===== src/rtl/rr_arbiter_8_if.sv =====
// rtl/rr_arbiter_8_if.sv - request/grant bundle between 8 requesters and rr_arbiter_8
interface rr_arbiter_8_if;
  logic       en;
  logic [7:0] req;
  logic [7:0] gnt;
  logic [2:0] gnt_idx;
  logic       gnt_valid;

  modport master (output en, output req, input gnt, input gnt_idx, input gnt_valid);
  modport slave  (input en, input req, output gnt, output gnt_idx, output gnt_valid);
endinterface


===== src/rtl/rr_arbiter_8.sv =====
// rtl/rr_arbiter_8.sv - 8-way round-robin arbiter with request/hold/release tenure
// Optional tenure limit of HOLD_MAX cycles is enabled by defining RR_ARB_TIMEOUT_EN.
module rr_arbiter_8 #(
  parameter int HOLD_MAX = 16
) (
  input  logic           clk,
  input  logic           rst_n,
  rr_arbiter_8_if.slave  bus
);

  localparam logic [0:0] IDLE  = 1'b0;
  localparam logic [0:0] GRANT = 1'b1;

  generate
    if (HOLD_MAX < 1 || HOLD_MAX > 255) begin : g_bad_hold_max
      $error("rr_arbiter_8: HOLD_MAX out of range 1..255");
    end
  endgenerate

  logic [0:0] state;
  logic [2:0] ptr;
  logic [7:0] gnt_q;
  logic [2:0] idx_q;
  logic       valid_q;

  logic       sel_found;
  logic [2:0] sel_idx;
  logic [2:0] cand;

  // Walk downward so the last hit is the one nearest ptr (rotating priority).
  always_comb begin
    sel_found = 1'b0;
    sel_idx   = ptr;
    cand      = ptr;
    for (int i = 7; i >= 0; i--) begin
      cand = ptr + 3'(i);
      if (bus.req[cand]) begin
        sel_found = 1'b1;
        sel_idx   = cand;
      end
    end
  end

`ifdef RR_ARB_TIMEOUT_EN
  localparam logic [7:0] HOLD_LAST = 8'(HOLD_MAX - 1);
  logic [7:0] cnt;
`endif

  always_ff @(posedge clk or negedge rst_n) begin
    if (!rst_n) begin
      state   <= IDLE;
      ptr     <= 3'd0;
      gnt_q   <= 8'h00;
      idx_q   <= 3'd0;
      valid_q <= 1'b0;
`ifdef RR_ARB_TIMEOUT_EN
      cnt     <= 8'd0;
`endif
    end else begin
      case (state)
        IDLE: begin
          if (bus.en && sel_found) begin
            gnt_q   <= 8'b1 << sel_idx;
            idx_q   <= sel_idx;
            valid_q <= 1'b1;
            state   <= GRANT;
`ifdef RR_ARB_TIMEOUT_EN
            cnt     <= 8'd0;
`endif
          end
        end
        GRANT: begin
          // Release and timeout revoke share the same exit path.
          if (!bus.req[idx_q]
`ifdef RR_ARB_TIMEOUT_EN
              || (cnt == HOLD_LAST)
`endif
             ) begin
            gnt_q   <= 8'h00;
            idx_q   <= 3'd0;
            valid_q <= 1'b0;
            ptr     <= idx_q + 3'd1;
            state   <= IDLE;
          end
`ifdef RR_ARB_TIMEOUT_EN
          else begin
            cnt <= cnt + 8'd1;
          end
`endif
        end
        default: state <= IDLE;
      endcase
    end
  end

  assign bus.gnt       = gnt_q;
  assign bus.gnt_idx   = idx_q;
  assign bus.gnt_valid = valid_q;

endmodule


===== src/flat_wrapper.sv =====
// flat-port wrapper written by rule: the top's interface ports become plain ports
module rr_arbiter_8_flat 
#(
  parameter int HOLD_MAX = 16
)
  (clk, rst_n, bus_en, bus_req, bus_gnt, bus_gnt_idx, bus_gnt_valid);
  rr_arbiter_8_if bus_i ();
  input  logic clk;
  input  logic rst_n;
  input wire logic [$bits(bus_i.en)-1:0] bus_en;
  input wire logic [$bits(bus_i.req)-1:0] bus_req;
  output wire logic [$bits(bus_i.gnt)-1:0] bus_gnt;
  output wire logic [$bits(bus_i.gnt_idx)-1:0] bus_gnt_idx;
  output wire logic [$bits(bus_i.gnt_valid)-1:0] bus_gnt_valid;
  assign bus_i.en = bus_en;
  assign bus_i.req = bus_req;
  assign bus_gnt = bus_i.gnt;
  assign bus_gnt_idx = bus_i.gnt_idx;
  assign bus_gnt_valid = bus_i.gnt_valid;
  rr_arbiter_8 #(.HOLD_MAX(HOLD_MAX)) u_core (.clk(clk), .rst_n(rst_n), .bus(bus_i));
endmodule

===== config.mk =====
export PLATFORM = sky130hd
export DESIGN_NAME = rr_arbiter_8_flat
export DESIGN_NICKNAME = d
export VERILOG_FILES = /design/src/rtl/rr_arbiter_8_if.sv /design/src/rtl/rr_arbiter_8.sv /design/src/flat_wrapper.sv
export SDC_FILE = /design/constraint.sdc
export NUM_CORES = 1
export LEC_CHECK = 0
export CAP_MARGIN = 20
export CORE_ASPECT_RATIO = 1.75
export CORE_MARGIN = 10
export CORE_UTILIZATION = 60
export DETAILED_ROUTE_END_ITERATION = 6
export PLACE_DENSITY = 0.85
export SLEW_MARGIN = 20
export SYNTH_ARGS = -nofsm -noshare
export SYNTH_HDL_FRONTEND = slang
export SYNTH_SLANG_ARGS = --single-unit

===== constraint.sdc =====
create_clock -name clk -period 6.8 [get_ports clk]
set_input_delay 1.02 -clock clk [delete_from_list [all_inputs] [get_ports clk]]
set_output_delay 1.02 -clock clk [all_outputs]
set_load 0.02 [all_outputs]

==> metrics, run 1 <==
status=completed; EDFF count, synth=0; CTS tree=yes; Die X=about 63 µm; # Post-CTS Setup Buffers=0; largest family of logic cells by synthesized area=multiplexers; later-pin clock latency in the skew report=around 0.24 ns; std cell rows=27; post-synthesis to final-layout area growth=13.0%; FFs w/ async S/R, synth=1.00; Setup TNS Final=0 ns; cell accounting for the most synthesized area=dfrtp_1; Critical path origin=u_core.ptr[1]$_DFFE_PN0P_; Synth Area in Compound Gates=0.240; Syn Nets=220; Post-Synth Adder-Cell Area=0.0197; largest net degree at the start of global routing=30; largest cells by area after synthesis=dfrtp_1, mux4_2, mux4_1; GRT Overall Usage=0.195; crit share post-route=0.641; RR Startpoint=u_core.ptr[1]$_DFFE_PN0P_; CP startpoint kind=register; sequential element share of the synthesized area=0.210; GP Congestion=just under 1; initial antenna violation count=0; nature of the critical path endpoint=register; Synth Area in XOR/XNOR=0.0368; hold_buf cts=0; Inserted Clock Buffers=3; CTS Root Cell=clkbuf_8; clk sinks=16; Avg WL per Cell=~22 µm; hold_ws=0.512 ns; Fin. Hold Viols=0; final net count=233; First DRT Iteration DRCs=105; Via-to-Cell Ratio=slightly above 7; RSZ-0062 raised after global routing=no; final wirelength=5710 µm; hold path start=u_core.bus.gnt[5]$_DFFE_PN0P_; first-pass GRT wire length=between 9000 and 10000 µm; total gr overflow=0; share of post-route cells with drive strength above 1=0.129; Synth top area share=0.210; Hold Crit Class=reg -> reg; worst path arrival time=between 4 and 5 ns; Crit Path Max Fanout=20; core area=a little over 3000 µm²; Post-Syn Area=about 1900 µm²; die height=94.6 µm; Setup Skew=0.00203 ns; clock slew at reported path FFs=0.06 ns; Detail Route Antenna Nets=0; Initial Utilization=0.613; post-cts resize count=0; H-tree depth=1; Ant. Diodes=0; port buffer count=22; post-synthesis cell type count=51; Mapped Cells=roughly 210; Clock Tree Buf Depth=2; Vias=approximately 1900; vias in the first global route=1953; DP HPWL=around 4300 µm; total of max-cap violations=0; Top FF cell, synth=dfrtp_1; Setup CP Type=reg -> reg; Final setup viols=0; Slew headroom=0.342; I/O Pins=23; final core utilization=0.693; Least-Margin Pin Slew=0.975 ns; Synth Area per Inst=9.25 µm²; fraction of the mapped netlist area in simple logic gates=0.146; Worst Path Required=6.93 ns; Fillers=between 200 and 300; post-layout min period=4.36 ns; Synth Warn #=0; Seq cells post-synth=16; Pre-antenna DRT Iters=4; fmax=229 MHz; Die Area=between 5000 and 6000 µm²; Residual DRC=0; fin. max-slew vios=0; mux share of post-synthesis cell area=0.286
-- metal layers --
layer  track usage  share of wire  vias to the layer above  wire length [µm]
li1              -              -                      831                 -
met1         0.205           0.35                      888              2000
met2         0.344           0.52                      129              2980
met3        0.0225          0.063                       33               359
met4         0.161          0.065                        0               374
met5             0              0                        -                 0
-- synthesized netlist by cell type (5+ instances only) --
library cell	number
nor2_1	17
dfrtp_1	16
nand2_1	15
nand3_1	13
mux4_2	11
buf_2	9
mux2i_1	9
nor3_1	9
o21ai_0	9
inv_1	8
mux2_2	8
a21oi_1	7
clkbuf_1	5
-- per-stage QoR --
stage	instances	setup WS [ns]	instance area [µm²]
final	260	2.44	2150
after global routing	260	2.25	2150
after floorplan	206	3.41	1910
after CTS	260	2.50	2150
after detailed placement	257	2.55	2110
after global placement	257	2.66	2110
-- state kept, by name, summed over array words and instances, names as in the netlist --
signal,flops
u_core.state,1
u_core.bus.gnt_valid,1
u_core.bus.gnt_idx,3
u_core.ptr,3
u_core.bus.gnt,8
-- path summary, 6_finish.rpt --
path                       cells after the start                             to  slack [ns]
min in group asynchronous                      1  u_core.bus.gnt[3]$_DFFE_PN0P_        1.20
hold reg to reg                                2  u_core.bus.gnt[5]$_DFFE_PN0P_        0.51
hold / removal                                 2  u_core.bus.gnt[5]$_DFFE_PN0P_        0.51
max in group asynchronous                      1      u_core.ptr[2]$_DFFE_PN0P_        5.15
setup reg to reg                              10  u_core.bus.gnt[3]$_DFFE_PN0P_        2.44
setup / recovery                              10  u_core.bus.gnt[3]$_DFFE_PN0P_        2.44
-- placed cells by master, fill, tap and decap left out, types with 7 or more instances in the layout --
cell / count
a21oi_1: 7
clkdlybuf4s50_1: 22
dfrtp_1: 16
inv_1: 8
mux2_2: 8
mux2i_1: 9
mux4_2: 11
nand2_1: 15
nand3_1: 13
nor2_1: 17
nor3_1: 9
o21ai_0: 9
-- logic make-up (layout without fill, tap and decap cells) --
| group | after synthesis | in the layout |
|---|---|---|
| AOI/OAI and AO/OA | 60 | 60 |
| buffers and inverters | 25 | 36 |
| and+or+nand+nor | 61 | 61 |
| muxes | 33 | 33 |
| DFF | 16 | 16 |
| adders and majority gates | 3 | 3 |
| xor gates and xnor gates | 8 | 8 |
-- critical path: stages (launching register included) --
cell,delay (ns)
dfrtp_1,0.32
buf_4,0.25
inv_1,0.27
ha_1,0.76
mux2_2,0.46
mux4_2,0.56
a221o_1,0.29
o22ai_1,0.33
o31a_1,0.21
o311ai_0,0.33
o41ai_1,0.46
-- cell type report --
| class | instances | area (µm²) | area share |
|---|---|---|---|
| sequential | 16 | 400 | 0.186 |
| tap | 43 | 53.8 | 0.0250 |
| inverter | 9 | 33.8 | 0.0157 |
| clock buffer | 3 | 41.3 | 0.0192 |
| multi-input combinational | 165 | 1390 | 0.645 |
| timing repair buffer | 24 | 235 | 0.109 |
Power of run 1 is not shown: default switching activity piles up to over one toggle a cycle in this logic, so the estimate is an artifact.
==> run 2: changes to the inputs <==
CORE_UTILIZATION = 51   (was 60)
PLACE_DENSITY = 0.77   (was 0.85)
clock period = 3.5 ns   (was 6.8 ns; I/O delays follow)
==> run 2 against run 1 <==
  * Critical path depth rose by 1
  * Worst hold slack got worse by 0.0045 ns
  * Cell count rose by 9.2%
  * Design area rose by 8.1%
  * Non-clock buffer count rose by 20
  * Clock-buffer cell count rose by 1
  * First-iteration DRC count fell by 42%
  * Setup slack got worse by 2.2 ns
  * Via count did not move
  * Core utilization fell by 5.1 points
  * Routed wire length rose by 1.2%
  * Maximum frequency rose by 36%
  * Critical endpoint is now u_core.bus.gnt_idx[1]$_DFFE_PN0P_
  * Highest routed layer unchanged
==> metrics, run 2 (synthesized netlist as in run 1, its figures left out) <==
status=completed; Critical Path, Cell by Cell=inv_2 -> ha_2 -> buf_4 -> mux2i_1 -> mux2_2 -> a221oi_2 -> nor2_1 -> a211o_1 -> a31oi_1 -> buf_4 -> o21ai_0; Cell Area, Placed=2270 µm²; Initial Utilization=0.525; Setup Skew=0.00127 ns; CTS Root Cell=clkbuf_8; port buffer count=22; H-tree depth=1; core area=approximately 3600 µm²; GRT Overall Usage=0.177; Least-Margin Pin Slew=a little under 0.7 ns; later-pin clock latency in the skew report=approximately 0.25 ns; Final setup viols=0; Setup CP Type=reg -> reg; Die X=roughly 66 µm; commonest non-fill, non-tap cell in the layout=clkdlybuf4s50_1; Inserted Clock Buffers=3; share of post-route cells with drive strength above 1=0.210; CP peak stage delay=0.47 ns; Pre-antenna DRT Iters=4; die height=101 µm; post-synthesis to final-layout area growth=22.1%; Finished Cell Area=2330 µm²; final wirelength=5780 µm; Hold Crit Class=reg -> reg; total of max-cap violations=0; clk sinks=16; Clock Tree Buf Depth=2; final net count=253; largest net degree at the start of global routing=29; initial antenna violation count=0; # Post-CTS Setup Buffers=0; post-layout min period=3.22 ns; final core utilization=0.641; Vias=roughly 1900; pre-CTS setup slack=~0.057 ns; RSZ-0062 raised after global routing=no; FF-to-FF path depth=11; vias in the first global route=1903; final worst setup slack=0.284 ns; worst hold stages=2; crit share post-route=0.919; I/O Pins=23; std cell rows=29; Via-to-Cell Ratio=6.62; GP Congestion=around 1.0; Crit Path Max Fanout=8; Avg WL per Cell=20.3 µm; crit-path most repeated cell=buf_4; fin. max-slew vios=0; CP startpoint kind=register; first-pass GRT wire length=9390 µm; Fin. Hold Viols=0; nature of the critical path endpoint=register; Setup TNS Final=0 ns; worst path arrival time=about 3.3 ns; total gr overflow=0; fmax=311 MHz; CP max-delay cell=a221oi_2; First DRT Iteration DRCs=61; clock slew at reported path FFs=0.06 ns; Die Area=6680 µm²; Largest register FFs=8; CTS tree=yes; Residual DRC=0; commonest non-fill, non-tap cells in the layout=clkdlybuf4s50_1, buf_4, nor2_1; DP HPWL=around 4500 µm; Worst Path Required=3.62 ns; r2r setup slk=0.28 ns; Ant. Diodes=0; Detail Route Antenna Nets=0; Slew headroom=0.539
-- run 2: worst max-delay path, delay by kind of cell, from the launching register on --
| kind | cells | cell delay [ns] |
|---|---|---|
| AOI/OAI and AO/OA | 4 | 1.30 |
| buffers and inverters | 3 | 0.46 |
| adders and majority gates | 1 | 0.43 |
| muxes | 2 | 0.43 |
| DFF | 1 | 0.37 |
| and+or+nand+nor | 1 | 0.10 |
-- run 2: final cells by class --
| cell class | count | area, µm² |
|---|---|---|
| inverter | 9 | 33.8 |
| fill | 317 | 1300 |
| sequential | 16 | 400 |
| multi-input combinational | 165 | 1390 |
| timing repair buffer | 44 | 389 |
| clock buffer | 4 | 55.1 |
| tap | 46 | 57.6 |
-- run 2: final timing paths --
path                                                from                           endpoint
max                            u_core.ptr[0]$_DFFE_PN0P_  u_core.bus.gnt_idx[1]$_DFFE_PN0P_
max in group asynchronous                          rst_n          u_core.ptr[0]$_DFFE_PN0P_
min                        u_core.bus.gnt[3]$_DFFE_PN0P_      u_core.bus.gnt[3]$_DFFE_PN0P_
max reg2reg                    u_core.ptr[0]$_DFFE_PN0P_  u_core.bus.gnt_idx[1]$_DFFE_PN0P_
min reg2reg                u_core.bus.gnt[3]$_DFFE_PN0P_      u_core.bus.gnt[3]$_DFFE_PN0P_
min in group asynchronous                          rst_n      u_core.bus.gnt[5]$_DFFE_PN0P_
-- run 2: metrics by stage --
stage	hold slack [ns]	cells
after floorplan	0.229	206
after global placement	0.481	280
after detailed placement	0.490	280
after CTS	0.509	284
after global routing	0.546	284
final	0.508	284
-- run 2: what timing repair did --
action / CTS / global route
hold buffers: 0 / 0
setup endpoints to repair: 0 / 5
resized for setup: 0 / 3
-- run 2: routing by layer --
metal | global-route usage | wire length, µm | up-vias
li1 | - | - | 870
met1 | 0.188 | 2070 | 911
met2 | 0.298 | 3000 | 71
met3 | 0.0267 | 258 | 29
met4 | 0.138 | 449 | 0
met5 | 0 | 0 | -
Power of run 2 is left out for the same reason.
==> edit 1 (config.mk and constraints of run 2) <==
Build with the macro `RR_ARB_TIMEOUT_EN` defined.
--- a/src/rtl/rr_arbiter_8.sv
+++ b/src/rtl/rr_arbiter_8.sv
@@ -1,5 +1,7 @@
 // rtl/rr_arbiter_8.sv - 8-way round-robin arbiter with request/hold/release tenure
 // Optional tenure limit of HOLD_MAX cycles is enabled by defining RR_ARB_TIMEOUT_EN.
+`define RR_ARB_TIMEOUT_EN
+
 module rr_arbiter_8 #(
   parameter int HOLD_MAX = 16
 ) (
Check against the original RTL: no difference found for any inputs over 10 cycles, from zero or initial values and one cycle with rst_n low; that may be too few to reach the edited logic, so the function may still have changed.
==> edit 1 against run 2 <==
Cell area increased by 2.4%; routed wire length decreased by 11%; sequential share of layout area increased by 8.0 points; synthesized area increased by 12%; die area increased by 8.8%; hold slack got worse by 280 ps; clock skew increased by 2.1 ps; sequential cell count increased by 8; worst setup slack got worse by 39 ps.
==> edit 1: results <==
export IMPL_grt_usage=0.1504
export IMPL_reg2reg_from="u_core.ptr[1]"
export IMPL_io_buffers=22
export IMPL_r2r_end="u_core.bus.gnt[6]"
export IMPL_drt_met1_wl_um=1818
export IMPL_grt_pass1_vias=1778
export IMPL_grt_use_met1=0.1648
export IMPL_layout_drive_gt1_share=0.1963
export IMPL_finalClockSkew_ps=3.404
export IMPL_status="finished, final reports clean"
export IMPL_ys_async_sr_fraction=1.000
export IMPL_cp_max_fo=11
export IMPL_crit_arrival_ps=3390
export IMPL_globalplace_congestion=0.8781
export IMPL_max_slew_worst_pin_slew_ps=515.0
export IMPL_pre_cts_slack_ps=214.1
export IMPL_grt_use_met3=0.01273
export IMPL_rr_worst_depth=8
export IMPL_viasPerCell=6.575
export IMPL_max_stage_delay_ps=640
export IMPL_use_met2=0.2730
export IMPL_synthTopCellsByCount="dfrtp_1 (24), nand2_1 (17), o211ai_1 (13), nor2_1 (11), mux2i_1 (10)"
export IMPL_synth_compound_area_share=0.2054
export IMPL_yosys_top_cells_area="dfrtp_1 (28%), mux4_1 (8.6%), mux4_2 (6.3%)"
export IMPL_wl_met3_um=136
export IMPL_peakVddDrop_v=0.0007947
export IMPL_cts_root_buf="clkbuf_8"
export IMPL_routed_wl_met2_um=3026
export IMPL_placed_area_sq_um=2333
export IMPL_grt_max_degree=25
export IMPL_muxShareOfSynthArea=0.2612
export IMPL_clk_pin_slew_ps=80
export IMPL_hp_class="input port to asynchronous set/reset pin"
export IMPL_fillCellCount=350
export IMPL_post_dp_hpwl_um=4054
export IMPL_cts_buffers_inserted=3
export IMPL_ff2ff_setup_slack_ps=240
export IMPL_synth_seq_area_share=0.2817
export IMPL_wl_per_cell_um=19.26
export IMPL_max_freq_ghz=0.3072
export IMPL_syn_nets=213
export IMPL_synth_adder_area_share=0.02347
export IMPL_nets=235
export IMPL_cp_slowest_cell="mux4_1"
export IMPL_synth_xor_xnor_area_share=0.04049
export IMPL_grt_pass1_wl_um=8769
export IMPL_dr_first_iter_drc_count=104
export IMPL_p_seq_mw=0.449
[edit 1: worst max path at each step]
| stage | start | end | cells after the start |
|---|---|---|---|
| finish | u_core.ptr[1] | u_core.bus.gnt[6] | 8 |
| global route | u_core.ptr[1] | u_core.bus.gnt[6] | 8 |
| CTS | u_core.ptr[1] | u_core.bus.gnt[6] | 8 |
| detailed placement | bus_req[3] | u_core.bus.gnt[7] | 7 |
| global placement | bus_req[3] | u_core.bus.gnt[6] | 7 |
| floorplan | u_core.ptr[0] | u_core.bus.gnt[7] | 10 |
[edit 1: layout make-up]
type	instances	area, sq um	area share
inverter	6	22.52	0.009449
clock buffer	4	55.05	0.02310
multi-input combinational	157	1384	0.5806
timing repair buffer	28	260.3	0.1092
tap	49	61.31	0.02572
sequential	24	600.6	0.2520
[edit 1: stage by stage]
step	hold WS [ps]	total power [mW]	std cells
floorplan	229.4	1.902	198
global placement	483.4	2.258	264
detailed placement	493.0	2.286	264
CTS	511.3	2.479	268
global route	250.4	2.679	268
finish	225.9	2.479	268
==> edit 2 (flow settings as in run 2) <==
Without the edit above. Reset style: synchronous (`rst_n`), changed in one clocked block.
--- a/src/rtl/rr_arbiter_8.sv
+++ b/src/rtl/rr_arbiter_8.sv
@@ -46,7 +46,7 @@
   logic [7:0] cnt;
 `endif
 
-  always_ff @(posedge clk or negedge rst_n) begin
+  always_ff @(posedge clk) begin
     if (!rst_n) begin
       state   <= IDLE;
       ptr     <= 3'd0;
Formal check against the unedited RTL: differs if rst_n is asserted again (counterexample within 4 cycles, from zero or initial values and one cycle with rst_n low); with rst_n held inactive, the same outputs for 10 cycles.
==> edit 2 against run 2 <==
Synthesized area fell by 17%; sequential cell count did not move; routed wire length fell by 27%; cell area fell by 19%; hold slack got worse by 42 ps; utilization fell by 0.78 points; worst setup slack improved by 100 ps.
Power is left out: it rests on default switching activity, and per cell area and clock period it moved more than threefold.
==> edit 2: results <==
export IMPL_grt_use_met1=0.1429
export IMPL_yosys_top_cells_area="dfxtp_1 (20%), mux4_2 (17%), mux2i_1 (5.7%)"
export IMPL_use_met2=0.2775
export IMPL_synthTopCellsByCount="dfxtp_1 (16), inv_1 (13), nor2_1 (13), mux4_2 (12), mux2i_1 (9)"
export IMPL_finalClockSkew_ps=1.787
export IMPL_syn_nets=177
export IMPL_place_inst=221
export IMPL_cp_startpoint="u_core.ptr[0]"
export IMPL_pre_cts_slack_ps=316.2
export IMPL_grt_busiest_layer="met2"
export IMPL_status="finished, final reports clean"
export IMPL_crit_arrival_ps=3310
export IMPL_maxSlewHeadroom=0.6061
export IMPL_grt_max_degree=18
export IMPL_synth_ff_type="dfxtp_1"
export IMPL_worstHoldStart="u_core.bus.gnt[1]"
export IMPL_nets=198
export IMPL_ys_async_sr_fraction=0
export IMPL_grt_pass1_vias=1469
export IMPL_grt_usage=0.1428
export IMPL_drt_total_wl_um=4213
export IMPL_drt_met1_wl_um=1540
export IMPL_max_stage_delay_ps=650
export IMPL_final_cells=225
export IMPL_yosysWarningCount=0
export IMPL_wl_met3_um=210
export IMPL_dr_first_iter_drc_count=58
export IMPL_routed_wl_met2_um=2365
export IMPL_critPathTopFamily="multiplexers"
export IMPL_layout_drive_gt1_share=0.2022
export IMPL_cp_max_fo=12
export IMPL_placed_area_sq_um=1821
export IMPL_syn_area_per_cell_sq_um=9.741
export IMPL_viasPerCell=6.622
export IMPL_grt_pass1_wl_um=6941
export IMPL_grt_use_met3=0.02389
export IMPL_post_dp_hpwl_um=3324
export IMPL_globalplace_congestion=0.8898
export IMPL_synth_seq_area_share=0.2017
-- edit 2: path summary, 6_finish.rpt --
check | to | slack (ps) | cells past startpoint
setup / recovery | u_core.bus.gnt[4] | 380 | 9
hold / removal | u_core.bus.gnt[1] | 470 | 2
setup reg to reg | u_core.bus.gnt[4] | 380 | 9
hold reg to reg | u_core.bus.gnt[1] | 470 | 2
-- edit 2: cells by family (layout without fill, tap and decap cells) --
kind of cell             count (synthesis)  after routing  synth area share
XOR/XNOR                                 5              5           0.03704
flip-flops                              16             16            0.2017
AO/OA/AOI/OAI                           48             48            0.2443
multiplexers                            31             31            0.3018
buffers and inverters                   22             42           0.06777
AND/OR/NAND/NOR                         38             38            0.1237
adder cells (fa/ha/maj)                  3              3           0.02364
-- edit 2: final cells by class --
type	instances	area, sq um
inverters	14	52.55
repair buffers	24	235.2
fillers	239	1085
clock buffers	4	55.05
flip-flops and latches	16	320.3
well taps	42	52.55
multi-input cells	125	1160
